### src/rtl/rd_burst_pkg.sv
// Shared types and sizing helpers for the burst read controller.
package rd_burst_pkg;

  typedef enum logic [2:0] {
    ST_IDLE = 3'd0,
    ST_READ = 3'd1,
    ST_DLY  = 3'd2,
    ST_DONE = 3'd3,
    ST_ERR  = 3'd4,
    ST_X    = 3'd7
  } state_e;

  // Bits needed to count 0..max_ws wait states.
  function automatic int unsigned WS_W(input int unsigned max_ws);
    return $clog2(max_ws + 1);
  endfunction

endpackage

### src/rtl/rd_burst_fsm.sv
// Burst read controller: len+1 READ/DLY beats with wait-state retry,
// per-beat wait-state timeout and synchronous abort. All outputs registered.
module rd_burst_fsm
  import rd_burst_pkg::*;
#(
  parameter int unsigned CNT_W  = 4,
  parameter int unsigned MAX_WS = 7
) (
  input  logic             clk,
  input  logic             rst_n,
  input  logic             go,
  input  logic [CNT_W-1:0] len,
  input  logic             ws,
  input  logic             abort,
  output logic             rd,
  output logic             ds,
  output logic             err,
  output logic             busy,
  output logic [CNT_W-1:0] beat
);

  localparam int unsigned WSW = WS_W(MAX_WS);

  state_e           state_q, state_d;
  logic             rd_d, ds_d, err_d, busy_d;
  logic [CNT_W-1:0] rem_q, rem_d;
  logic [CNT_W-1:0] beat_q, beat_d;
  logic [WSW-1:0]   ws_cnt_q, ws_cnt_d;

  assign beat = beat_q;

  // State register; outputs load from the next-state decode so they move with state.
  always_ff @(posedge clk or negedge rst_n) begin
    if (!rst_n) begin
      state_q <= ST_IDLE;
      rd      <= 1'b0;
      ds      <= 1'b0;
      err     <= 1'b0;
      busy    <= 1'b0;
    end else begin
      state_q <= state_d;
      rd      <= rd_d;
      ds      <= ds_d;
      err     <= err_d;
      busy    <= busy_d;
    end
  end

  // Next-state, counter-update and next-output decode.
  always_comb begin
    state_d  = ST_X;
    rem_d    = rem_q;
    beat_d   = beat_q;
    ws_cnt_d = ws_cnt_q;

    case (state_q)
      ST_IDLE: begin
        state_d = ST_IDLE;
        if (go && !abort) begin
          state_d  = ST_READ;
          rem_d    = len;
          beat_d   = '0;
          ws_cnt_d = '0;
        end
      end
      ST_READ: state_d = ST_DLY;
      ST_DLY: begin
        if (ws) begin
          if (ws_cnt_q == WSW'(MAX_WS)) begin
            state_d = ST_ERR;
          end else begin
            state_d  = ST_READ;
            ws_cnt_d = ws_cnt_q + WSW'(1);
          end
        end else if (rem_q == '0) begin
          state_d = ST_DONE;
        end else begin
          state_d  = ST_READ;
          rem_d    = rem_q - CNT_W'(1);
          beat_d   = beat_q + CNT_W'(1);
          ws_cnt_d = '0;
        end
      end
      ST_DONE: state_d = ST_IDLE;
      ST_ERR:  state_d = ST_IDLE;
      default: state_d = ST_IDLE;
    endcase

    // Abort wins over every busy-state transition and freezes the counters.
    if (abort && (state_q != ST_IDLE)) begin
      state_d  = ST_IDLE;
      rem_d    = rem_q;
      beat_d   = beat_q;
      ws_cnt_d = ws_cnt_q;
    end

    rd_d   = (state_d == ST_READ) || (state_d == ST_DLY);
    ds_d   = (state_d == ST_DONE);
    err_d  = (state_d == ST_ERR);
    busy_d = (state_d != ST_IDLE);
  end

  // Beat, remaining-beat and wait-state counters.
  always_ff @(posedge clk or negedge rst_n) begin
    if (!rst_n) begin
      rem_q    <= '0;
      beat_q   <= '0;
      ws_cnt_q <= '0;
    end else begin
      rem_q    <= rem_d;
      beat_q   <= beat_d;
      ws_cnt_q <= ws_cnt_d;
    end
  end

endmodule
### config.mk
export PLATFORM = sky130hd
export DESIGN_NAME = rd_burst_fsm
export DESIGN_NICKNAME = d
export VERILOG_FILES = /design/src/rtl/rd_burst_pkg.sv /design/src/rtl/rd_burst_fsm.sv
export SDC_FILE = /design/constraint.sdc
export NUM_CORES = 1
export LEC_CHECK = 0
export CAP_MARGIN = 15
export CORE_MARGIN = 5
export CORE_UTILIZATION = 51
export DETAILED_ROUTE_END_ITERATION = 8
export PLACE_DENSITY = 0.81
export SYNTH_ARGS = -nofsm -noshare
export SYNTH_HDL_FRONTEND = slang
export SYNTH_SLANG_ARGS = --single-unit
### constraint.sdc
create_clock -name clk -period 2.3 [get_ports clk]
set_input_delay 0.46 -clock clk [delete_from_list [all_inputs] [get_ports clk]]
set_output_delay 0.46 -clock clk [all_outputs]
set_load 0.02 [all_outputs]
Word level (Yosys, flattened, before mapping)
Cells that the tools add are included.
Word-level totals
  flip-flop bits (word level): 18
  input bits: 9
  output and inout port bits: 8
  logic and storage cells: 54
Cells by class
  add/subtract/negate cells: 3
  eq/ne operators: 12
  muxes and demuxes: 19
  bitwise logic cells: 1
  reduce and logical (&&, ||, !) cells: 11
Operator list (count)
  $mux 4: 6
  $mux 3: 7
  $pmux 4 s2: 2
  $reduce_and 5->1: 2
  $eq 3x2->1 const B: 3
  $pmux 3 s3: 1
  $eq 3x1->1 const B: 2
  $eq 3x3->1 const B: 2
  $ne 2x2->1 const B: 3
  $ne 3x3->1 const B: 2
  $pmux 3 s2: 1
  $reduce_bool 3->1: 2
  $add 4x1->4 const B: 1
  $logic_not 4->1: 1
  $sub 4x1->4 const B: 1
  $add 3x1->3 const B: 1
  $logic_not 3->1: 1
  $logic_and 1x1->1: 2
  $mux 2: 1
  $reduce_bool 2->1: 1
  $logic_not 1->1: 1
  $logic_or 1x1->1: 1
  $mux 1: 1
  $not 1->1: 1

Logic depth before layout (Yosys ltp)
Gate-level depths: netlist of run 1.
  depth after elaboration: 7
  gate-level depth with buffers: 6

Least setup slack after synthesis of run 1
Ideal clock, no wire load.
  path type: register to register
  start point: register ws_cnt_q[0]
  end point: register ws_cnt_q[0]
  arrival: 1577 ps
  data required time: 2175 ps
  slack: 599 ps
  cell stages (with the launch flop): 6
  path buffers: 0
  cell sequence: dfrtp_1 -> ha_1 -> ha_1 -> a22o_1 -> a21oi_1 -> mux2_2
On the way
  longest elaborated chain between the ends: 4
  elaborated cells between the ends (all ways): 7
  classes of those cells: 1 x add/sub; 2 x eq/ne; 3 x mux; 1 x reduce/logical
Ends and longest elaborated chain
  start: declaration: RTL line rd_burst_fsm.sv:28  | logic [WSW-1:0] ws_cnt_q, ws_cnt_d;
  start signal: assignment: RTL line rd_burst_fsm.sv:112  | ws_cnt_q <= ws_cnt_d;
  $add 3x1->3: RTL line rd_burst_fsm.sv:73  | ws_cnt_d = ws_cnt_q + WSW'(1);
  $mux 3: RTL line rd_burst_fsm.sv:69  | if (ws_cnt_q == WSW'(MAX_WS)) begin
  $mux 3: RTL line rd_burst_fsm.sv:68  | if (ws) begin
  $pmux 3 s2: RTL line rd_burst_fsm.sv:56  | case (state_q)
Parallel ways exist; a longest one is shown, timed or not. The select of a mux whose other input is x is not followed.
A chain may end at the register's enable or synchronous reset.

Worst setup path after layout of run 1
  start point: input abort
  end point: register ws_cnt_q[1]
On the way
  longest elaborated chain between the ends: 4
  elaborated cells between the ends (all ways): 6
  classes of those cells: 1 x eq/ne; 1 x bitwise; 4 x reduce/logical
Ends and longest elaborated chain
  start: declaration: RTL line rd_burst_fsm.sv:14  | input logic abort,
  $logic_not 1->1: RTL line rd_burst_fsm.sv:59  | if (go && !abort) begin
  $logic_and 1x1->1: RTL line rd_burst_fsm.sv:59
  $ne 2x2->1 (no source line)
  $reduce_and 5->1 (no source line) (*)
Mark *: on every way between the ends. The rest lies on a longest branch, timed or not.

==> results of run 1 <==
[power breakdown]
part	internal [mW]	switching, mW
Combinational	0.0745	0.0737
Sequential	0.343	0.0267
Clock	0.0963	0.0969
[cell type report]
type / count / area (µm²)
Fill cell: 149 / 564
Multi-Input combinational cell: 68 / 484
Sequential cell: 18 / 450
Timing Repair Buffer: 19 / 183
Clock buffer: 4 / 36.3
Tap cell: 25 / 31.3
Inverter: 4 / 15.0
[how the worst max path moves through the flow]
stage / startpoint / slack [ns] / end / cells after the start
after floorplan: ws_cnt_q[0] / 0.60 / ws_cnt_q[0] / 5
after global placement: ws / 0.17 / ws_cnt_q[0] / 5
after detailed placement: abort / 0.10 / ws_cnt_q[1] / 5
after CTS: abort / 0.41 / ws_cnt_q[1] / 5
after global routing: abort / 0.36 / ws_cnt_q[2] / 5
final: abort / 0.40 / ws_cnt_q[1] / 5
[worst register-to-register path, stage by stage (launching register included)]
cell     delay, ns
dfrtp_1       0.40
ha_1          0.20
ha_1          0.21
a22o_1        0.22
a21oi_1       0.32
mux2_2        0.38
[sequential cells by signal, summed over array words and instances (netlist names)]
register and count:
ws_cnt_q 3, state_q 3, rem_q 4, beat 4, ds 1, busy 1, err 1, rd 1
[through the flow]
| stage | total power [mW] | hold WS [ns] | std cells | instance area, µm² | utilization (%) |
|---|---|---|---|---|---|
| finish | 0.711 | 0.484 | 138 | 1200 | 68.0 |
| global route | 0.755 | 0.483 | 138 | 1200 | 68.0 |
| CTS | 0.719 | 0.483 | 138 | 1200 | 68.0 |
| detailed placement | 0.524 | 0.495 | 134 | 1160 | 66.0 |
| global placement | 0.518 | 0.491 | 134 | 1160 | 66.0 |
| floorplan | 0.465 | 0.164 | 94 | 970 | - |
[synthesized netlist by cell type, types with 3 or more instances]
library cell,number
a31oi_1,3
buf_2,3
dfrtp_1,18
ha_1,5
inv_1,4
mux2_2,4
nand2_1,7
nand3_1,3
nor2_1,6
nor3_1,6
o21ai_0,5
[layer usage]
metal | vias up | share of wire (%)
li1 | 386 | -
met2 | 20 | 47
met1 | 373 | 48
met3 | 2 | 4.1
met5 | - | 0
met4 | 0 | 0.80
[cell families after synthesis]
logic type | count (synthesis) | synth area share [%]
multiplexers | 4 | 4.64
buffers and inverters | 8 | 3.61
AND/OR/NAND/NOR | 35 | 20.4
AO/OA/AOI/OAI | 24 | 18.5
adder cells (fa/ha/maj) | 5 | 6.45
flip-flops | 18 | 46.5
==> run metrics, run 1 <==
status finished, final reports clean; largest net degree at the start of global routing 19; hold_buf cts 0; CP cell instances clkdlybuf4s50_1 -> nor3_2 -> o21ai_2 -> a21oi_1 -> mux2_2; H-tree depth 1; Post-Synthesis Cells 94; worst-margin pin slew 0.423 ns; # port buffers 16; fmax 0.527 GHz; RR Endpoint ws_cnt_q[1]; synthesized net count 108; Routed Antenna Nets 0; GR Util met2 27.1%; worst setup margin 0.403 ns; 1st-pass router iterations 4; clk sinks 18; Final nets between 100 and 150; Die Span Y 53.6 µm; Hold Fails Final Rpt 0; Synth Flop Type dfrtp_1; post-synth top area share 46.5%; ratio of final minimum period to clock period 82.5%; row cnt 15; Worst setup EP type flip-flop; Max stage delay on crit path 0.50 ns; synth top area cells dfrtp_1, ha_1, mux2_2; RSZ-0062 raised after global routing no; die area 0.00287 mm²; CP delay by family, top compound AO/OA/AOI/OAI gates; worst r2r path cells 5; setup_tns 0 ns; Initial DRC Count 16; ys async rst share 100%; GPL Wtd Cong 0.791; commonest non-fill, non-tap cell in the layout dfrtp_1; required time worst endpoint between 2 and 2.5 ns; Critical-path top delay cell clkdlybuf4s50_1; P_leak 0.554 nW; fin crit period ~1.9 ns; pins over their slew limit 0; Placeable Area between 0.0015 and 0.002 mm²; Initial Utilization 55.0%; largest fanout on the critical path 9; pre-CTS WS 0.104 ns; n_diodes 0; TritonCTS clock tree yes; launch point of the worst reg-to-reg path ws_cnt_q[0]; worst min path class input port to asynchronous set/reset pin; crit path launch type input port; Mapped Area 970 µm²; initial antenna violation count 0; max_cap viols 0; layout overhead on the synthesized area 23.7%; postcts setup bufs 0; WS Path Type input port to flip-flop; post-detail-place hpwl 1420 µm; routed len/inst 13.5 µm; clk_lat worst skew 0.29 ns; layout cell share with drive strength beyond 1 15.9%; Seq/Total Area, Yosys between 40% and 50%; via count 781; relative slew slack between 70% and 80%; Netlist cell types 34; Post-synth EDFFs 0; Data arrival, critical path 2.08 ns; Pwr Density 593 mW/mm²; warnings from Yosys 0; vias in the first global route approximately 780; CP bufs+invs 1; flops & latches, synth 18; met1 Use GR 18.1%; Worst-path clk slew ~0.10 ns; final WL 1860 µm; Vias/cell 5.66; gr busiest metal met2; Boundary Pins 17; grt ovf 0; first-pass GRT wire length 3200 µm; Mean Syn Cell Area roughly 10 µm²; Synth area leader dfrtp_1; CTS buffer count 3; r2r setup slk 0.46 ns; root buffer cell clkbuf_4; M3 GR Usage about 3.6%; clock buffer depth 2; Setup-failing EPs final 0; commonest non-fill, non-tap cells in the layout dfrtp_1, clkdlybuf4s50_1, nand2_1; # DRC 0; Final Skew 0.00500 ns; DIE WIDTH between 50 and 60 µm; Worst VDD drop 0.513 mV; post-cts gate resize count 0; GR Util All Layers 15.4%
Power figures use the tool's default switching activity.
==> inputs of run 2 (changes only) <==
Clock period 2.3 ns to 1.89 ns, I/O delays scaled along.
==> run 2 against run 1 <==
  * Wire length up 8.9%
  * Setup slack got worse by 0.30 ns
  * Clock skew grew 0.0051 ns
  * Core utilization grew 4.3 points
  * Sequential share of layout area down 2.2 points
  * Global-route usage increased by 1.9 points
  * Critical path depth up 2
  * Final area rose by 6.3%
  * Sequential power rose by 21%
  * Final cell count increased by 7.2%
  * Highest routed layer unchanged
==> run metrics, run 2 (synthesized netlist as in run 1, its figures left out) <==
Boundary Pins 17; Worst setup EP type flip-flop; root buffer cell clkbuf_4; 1st-pass router iterations 4; RR Endpoint ws_cnt_q[0]; relative slew slack between 70% and 80%; fin crit period about 1.8 ns; r2r setup slk 0.10 ns; pins over their slew limit 0; # port buffers 16; RSZ-0062 raised after global routing no; via count 817; post-cts gate resize count 0; CP bufs+invs 2; commonest non-fill, non-tap cell in the layout dfrtp_1; layout overhead on the synthesized area 31.5%; hold slack 0.397 ns; fmax 0.559 GHz; required time worst endpoint 2.07 ns; WS Path Type flip-flop to flip-flop; post-detail-place hpwl 1540 µm; launch point of the worst reg-to-reg path rem_q[0]; fin area 0.00127 mm²; DIE WIDTH about 54 µm; CP delay by family, top flip-flops; CTS buffer count 3; CP cell instances inv_1 -> ha_1 -> nor3b_2 -> a22o_1 -> a21oi_1 -> buf_4 -> mux2_2; largest fanout on the critical path 4; ratio of final minimum period to clock period 94.6%; crit path launch type flip-flop; cell depth of the worst setup path 7; row cnt 15; H-tree depth 1; # DRC 0; clk sinks 18; GPL Wtd Cong 0.836; routed len/inst roughly 14 µm; Post-DP Area between 0.001 and 0.0015 mm²; postcts setup bufs 0; Initial Utilization about 55%; Worst VDD drop ~0.56 mV; vias in the first global route 837; Routed Antenna Nets 0; n_diodes 0; Placeable Area roughly 0.0018 mm²; Fill cells around 140; TritonCTS clock tree yes; initial antenna violation count 0; layout cell share with drive strength beyond 1 22.8%; Max stage delay on crit path 0.42 ns; Pwr Density 698 mW/mm²; grt ovf 0; pre-CTS WS -0.0792 ns; P_leak 0.604 nW; Data arrival, critical path 1.97 ns; Setup-failing EPs final 0; largest net degree at the start of global routing 19; worst-margin pin slew 0.388 ns; Die Span Y 53.6 µm; commonest non-fill, non-tap cells in the layout dfrtp_1, clkdlybuf4s50_1, buf_4; worst setup margin 0.101 ns; first-pass GRT wire length 3570 µm; clk_lat worst skew 0.30 ns; clock buffer depth 2; Initial DRC Count 11; GR Util All Layers 17.3%; Final nets ~140; Worst-path clk slew 0.11 ns; status finished, final reports clean; final WL a little over 2000 µm; max_cap viols 0; die area between 0.002 and 0.003 mm²; Critical-path top delay cell dfrtp_1; Vias/cell between 5 and 6; worst min path class input port to asynchronous set/reset pin; hold_buf cts 0; Hold Fails Final Rpt 0; Final Skew 0.0101 ns; worst r2r path cells 7
==> run 2: through the flow <==
| step | util [%] | std cells | power (mW) | TNS, ns |
|---|---|---|---|---|
| 6_report | 72.3 | 148 | 0.891 | 0 |
| 2_1_floorplan | - | 94 | 0.566 | 0 |
| 4_1_cts | 72.3 | 148 | 0.898 | 0 |
| 3_3_place_gp | 70.2 | 144 | 0.646 | -0.0312 |
| 3_5_place_dp | 70.2 | 144 | 0.657 | -0.253 |
| 5_1_grt | 72.3 | 148 | 0.945 | 0 |
==> run 2: worst max path at each step <==
stage                 from          end  slack (ns)
2_1_floorplan  ws_cnt_q[0]  ws_cnt_q[0]        0.19
3_3_place_gp            ws      beat[3]       -0.03
3_5_place_dp            ws      beat[3]       -0.08
4_1_cts           rem_q[0]  ws_cnt_q[0]        0.10
5_1_grt           rem_q[0]     rem_q[0]        0.01
6_report          rem_q[0]  ws_cnt_q[0]        0.10
==> run 2: power by group <==
group          internal, mW  total [mW]  switching (mW)  leakage, nW
Sequential            0.418       0.449          0.0311        0.237
Combinational         0.104       0.200          0.0960        0.346
Clock                 0.117       0.242           0.124       0.0210
==> run 2: layer usage <==
layer  vias up  track usage, %  share of wire (%)
met1       391            19.9                 47
met5         -               0                  0
li1        410               -                  -
met4         0            7.23               0.69
met3         2            3.32                3.1
met2        14            31.0                 49
==> run 2: layout make-up <==
class	instances	area (µm²)	share of cell area, %
Multi-Input combinational cell	68	484	38.0
Sequential cell	18	450	35.3
Timing Repair Buffer	29	258	20.2
Clock buffer	4	36.3	2.85
Tap cell	25	31.3	2.45
Inverter	4	15.0	1.18
==> variant 1 (flow settings as in run 1) <==
Reset style: synchronous (`rst_n`), changed in 2 clocked blocks.
--- a/src/rtl/rd_burst_fsm.sv
+++ b/src/rtl/rd_burst_fsm.sv
@@ -32,3 +32,3 @@
   // State register; outputs load from the next-state decode so they move with state.
-  always_ff @(posedge clk or negedge rst_n) begin
+  always_ff @(posedge clk) begin
     if (!rst_n) begin
@@ -103,3 +103,3 @@
   // Beat, remaining-beat and wait-state counters.
-  always_ff @(posedge clk or negedge rst_n) begin
+  always_ff @(posedge clk) begin
     if (!rst_n) begin
Behaviour: differs if rst_n is asserted again (counterexample within 4 cycles, from zero or initial values and one cycle with rst_n low); with rst_n held inactive, the same outputs for 10 cycles.
==> variant 1 against run 1 <==
Synthesized area increased by 1.8%; sequential cell count unchanged; final cell count increased by 8.0%; wire length increased by 11%; power decreased by 9.4%; final area decreased by 1.4%; global-route usage increased by 1.0 points; worst setup slack improved by 0.032 ns.
==> variant 1: results (changes against run 1) <==
Global route
  – Vias in the first global route: 862 (+11%)
  – First-pass GRT wire length: 3510 um (+9.5%)
  – Largest net degree at the start of global routing: 14 (-5)

Synthesis
  – Mux contribution to synthesized area: 2.28% (-2.4 points)
  – Synth cell count leaders: 18 x dfxtp_1, 7 x o21ai_0, 6 x nand2_1, 6 x nor3_1, 6 x o211ai_1
  – Complex-gate fraction of the synthesized area: 24.1% (+5.6 points)
  – Post-synth ARST share: 0% (-100 points)
  – Post-synth top flop: dfxtp_1
  – Syn nets: 119 (+10%)
  – Warnings from Yosys: 0 (unchanged)
  – Cell variety after synth: 42 (+24%)
  – Sequential area share after synthesis: 36.5% (-9.9 points)
  – Adder-Cell Fraction of Synth Area: 6.34% (-0.11 points)
  – Synth top area cells: dfxtp_1 37%, ha_1 6.3%, buf_6 4.6%

Worst setup path
  – Max FO, Critical Path: 11 (+2)
  – FF-to-FF End: rem_q[3]
  – Critical path origin: rem_q[0]
  – Crit path capture: rem_q[3]
  – Worst reg2reg path depth: 6 (+1)
  – R2R Setup Slk: 0.44 ns (-0.02 ns)

Routing
  – Wire per inst: 13.9 um (+3.0%)
  – 1st-iter DRT viols: 13 (-3)
  – Vias per cell: 5.85 (+3.3%)

Placement
  – Final Wtd Congestion: 0.807 (+2.1%)
  – HPWL after DPL: 1580 um (+11%)
  – Area after DPL: 0.00115 sq mm (-1.4%)

Finish
  – Share of post-route cells with drive strength above 1: 13.9% (-2.0 points)
  – # nets final: 137 (+7.0%)

Run status
  – Run status: finished clean

Timing
  – Slew HR: 63.8% (-8.0 points)
  – Final Skew: 0.00374 ns (-0.00126 ns)

Pwr
  – LEAKAGE: 0.415 nW (-25%)
  – Peak supply drop: 0.000393 V (-23%)

Hold path
  – Hold Path Class: register to register

CTS
  – CTS clock-pin slew for the worst setup and hold paths: 0.11 ns
==> variant 1: worst min-delay path by stage <==
stage / from / to / slack (ns) / cells after the start
finish: ws_cnt_q[2] / ws_cnt_q[2] / 0.50 / 1
global placement: ws_cnt_q[1] / ws_cnt_q[1] / 0.47 / 1
floorplan: ws_cnt_q[1] / ws_cnt_q[1] / 0.45 / 1
CTS: ws_cnt_q[2] / ws_cnt_q[2] / 0.50 / 1
detailed placement: ws_cnt_q[2] / ws_cnt_q[2] / 0.47 / 1
global route: ws_cnt_q[2] / ws_cnt_q[2] / 0.53 / 1
==> variant 1: worst max-delay path, stage by stage (launching register included) <==
cell     delay, ns
dfxtp_1       0.35
inv_1         0.10
ha_1          0.18
or3b_2        0.49
a21oi_4       0.31
or2_4         0.21
o21ai_0       0.09
==> variant 1: metal layers <==
| metal | GRT usage [%] | routed length [um] | vias to the layer above |
|---|---|---|---|
| met5 | 0 | 0 | - |
| met4 | 8.71 | 51 | 0 |
| met3 | 2.77 | 96 | 8 |
| met2 | 29.2 | 1020 | 28 |
| met1 | 18.4 | 909 | 411 |
| li1 | - | - | 424 |
==> variant 1: metrics by stage <==
step | setup slack (ns) | hold WS [ns] | util [%] | instances
3_3_place_gp | 0.339 | 0.469 | 60.3 | 145
5_1_grt | 0.340 | 0.526 | 62.2 | 149
6_report | 0.435 | 0.498 | 62.2 | 149
4_1_cts | 0.442 | 0.504 | 62.2 | 149
3_5_place_dp | 0.258 | 0.475 | 60.3 | 145
2_1_floorplan | 0.665 | 0.453 | - | 105
==> variant 1: layout make-up <==
cell class / count / area, sq um
Multi-Input combinational cell: 77 / 559
Clock buffer: 4 / 36.3
Fill cell: 167 / 718
Sequential cell: 18 / 360
Inverter: 5 / 18.8
Tap cell: 27 / 33.8
Timing Repair Buffer: 18 / 175
==> variant 1: cell families after synthesis <==
logic type,Yosys count
buf+inv,10
mux,2
fa+ha+maj,5
flops,18
simple gates,37
compound gates,33
==> variant 1: power breakdown <==
| group | switching, mW | leakage, nW | internal (mW) | total (mW) |
|---|---|---|---|---|
| clock network | 0.100 | 0.0210 | 0.0964 | 0.197 |
| registers | 0.0121 | 0.146 | 0.323 | 0.335 |
| logic | 0.0572 | 0.248 | 0.0558 | 0.113 |
==> variant 2 (flow settings as in run 1) <==
Made on the original files. Change the parameter `MAX_WS` from 7 to 8.
--- a/src/rtl/rd_burst_fsm.sv
+++ b/src/rtl/rd_burst_fsm.sv
@@ -6,3 +6,3 @@
   parameter int unsigned CNT_W  = 4,
-  parameter int unsigned MAX_WS = 7
+  parameter int unsigned MAX_WS = 8
 ) (
Formal check against the unedited RTL: same outputs for any inputs over 10 cycles, from zero or initial values and one cycle with rst_n low; that may be too few to reach the edited logic, so the function may still have changed.
==> variant 2 against run 1 <==
Wire length is 7.2% higher; register-to-register slack worse by 0.21 ns; worst setup slack worse by 0.16 ns; hold slack better by 0.0043 ns; power is 4.0% lower; final area is 1.6% higher; sequential share of layout area is 1.5 points higher; synthesized area is 1.8% higher; sequential cell count is 1 higher; combinational power is 9% lower.
==> variant 2: results (changes against run 1) <==
Synthesis
  – Cell variety after synth: 35 (+2.9%)
  – Synth cell count leaders: 19 x dfrtp_1, 9 x nand2_1, 7 x inv_1
  – Synth top area cells: dfrtp_1 48%, ha_1 6.3%, nand2_1 3.4%
  – Post-synth EDFFs: 0 (unchanged)
  – Mapped Cells: 98 (+4.3%)
  – Syn nets: 112 (+3.7%)
  – Sequential area share after synthesis: 48.2% (+1.7 points)

Routing
  – Drt first pass iters: 6 (+2)
  – Vias: 814 (+4.2%)
  – Drt total wl: 2000 um (+7.2%)
  – 1st-iter DRT viols: 10 (-6)

Pwr
  – Peak supply drop: 0.000346 V (-32%)
  – Switch share: 28.2% (+0.49 points)
  – LEAKAGE: 0.562 nW (+1.4%)

Finish
  – Share of post-route cells with drive strength above 1: 8.40% (-7.5 points)
  – Final Instance Count excl. Fillers: 146 (+5.8%)
  – # nets final: 134 (+4.7%)

Global route
  – Global Route Usage Sum: 16.3% (+0.91 points)
  – Largest net degree at the start of global routing: 20 (+1)
  – First-pass GRT wire length: 3420 um (+6.7%)

Placement
  – Final Wtd Congestion: 0.914 (+16%)
  – Placed Cells: 142 (+6.0%)
  – HPWL after DPL: 1520 um (+7.3%)
  – Area after DPL: 0.00119 sq mm (+2.5%)

Worst setup path
  – Max FO, Critical Path: 12 (+3)
  – WS Path Type: register to register
  – Worst Path Arrival: 2.26 ns (+0.18 ns)

Timing
  – Final Skew: 0.00666 ns (+0.00166 ns)

Run status
  – Run status: finished clean
[variant 2: cells by family (layout without fill, tap and decap cells)]
logic type / Yosys count / count (layout) / synth area share (%)
compound gates: 23 / 23 / 16.9
simple gates: 40 / 40 / 22.7
flops: 19 / 19 / 48.2
mux: 2 / 2 / 2.15
fa+ha+maj: 5 / 5 / 6.34
buf+inv: 9 / 30 / 3.80
[variant 2: path summary, 6_finish.rpt]
path                                  to  cells past startpoint  slack, ns       start
min in group clk                rem_q[3]                      1       0.53    rem_q[3]
max in group asynchronous             rd                      2       1.60       rst_n
worst min-delay path            rem_q[3]                      2       0.49       rst_n
worst min register to register  rem_q[3]                      1       0.53    rem_q[3]
worst max-delay path             beat[0]                      5       0.25  state_q[1]
worst max register to register   beat[0]                      5       0.25  state_q[1]
[variant 2: area by class of cell]
| cell class | instances | area [sq um] |
|---|---|---|
| Tap cell | 27 | 33.8 |
| Fill cell | 152 | 683 |
| Multi-Input combinational cell | 70 | 474 |
| Timing Repair Buffer | 19 | 183 |
| Inverter | 7 | 26.3 |
| Clock buffer | 4 | 26.3 |
| Sequential cell | 19 | 475 |
[variant 2: routing by layer]
| layer | share of wire, % | GRT usage, % | up-vias |
|---|---|---|---|
| met5 | 0 | 0 | - |
| met4 | 4.5 | 12.9 | 0 |
| met3 | 3.6 | 1.66 | 10 |
| met2 | 50 | 25.8 | 21 |
| met1 | 42 | 20.0 | 393 |
| li1 | - | - | 390 |
[variant 2: power groups by stage]
stage | Clock [mW] | Combinational [mW] | Sequential, mW
final | 0.170 | 0.134 | 0.380
after global routing | 0.191 | 0.148 | 0.383
after global placement | 0 | 0.130 | 0.385
after floorplan | 0 | 0.0742 | 0.389
after CTS | 0.179 | 0.135 | 0.379
after detailed placement | 0 | 0.135 | 0.385
[variant 2: through the flow]
step	utilization, %	power, mW	setup slack (ns)
after floorplan	-	0.463	0.498
after global placement	62.7	0.514	0.194
after detailed placement	62.7	0.520	0.0801
after CTS	64.1	0.693	0.251
after global routing	64.1	0.723	0.0601
final	64.1	0.683	0.248
[variant 2: worst max-delay path, stage by stage (launching register included)]
cell and delay (ns):
dfrtp_1 0.50, or3b_1 0.56, o221ai_2 0.45, buf_4 0.24
nor3_1 0.05, a21o_1 0.16
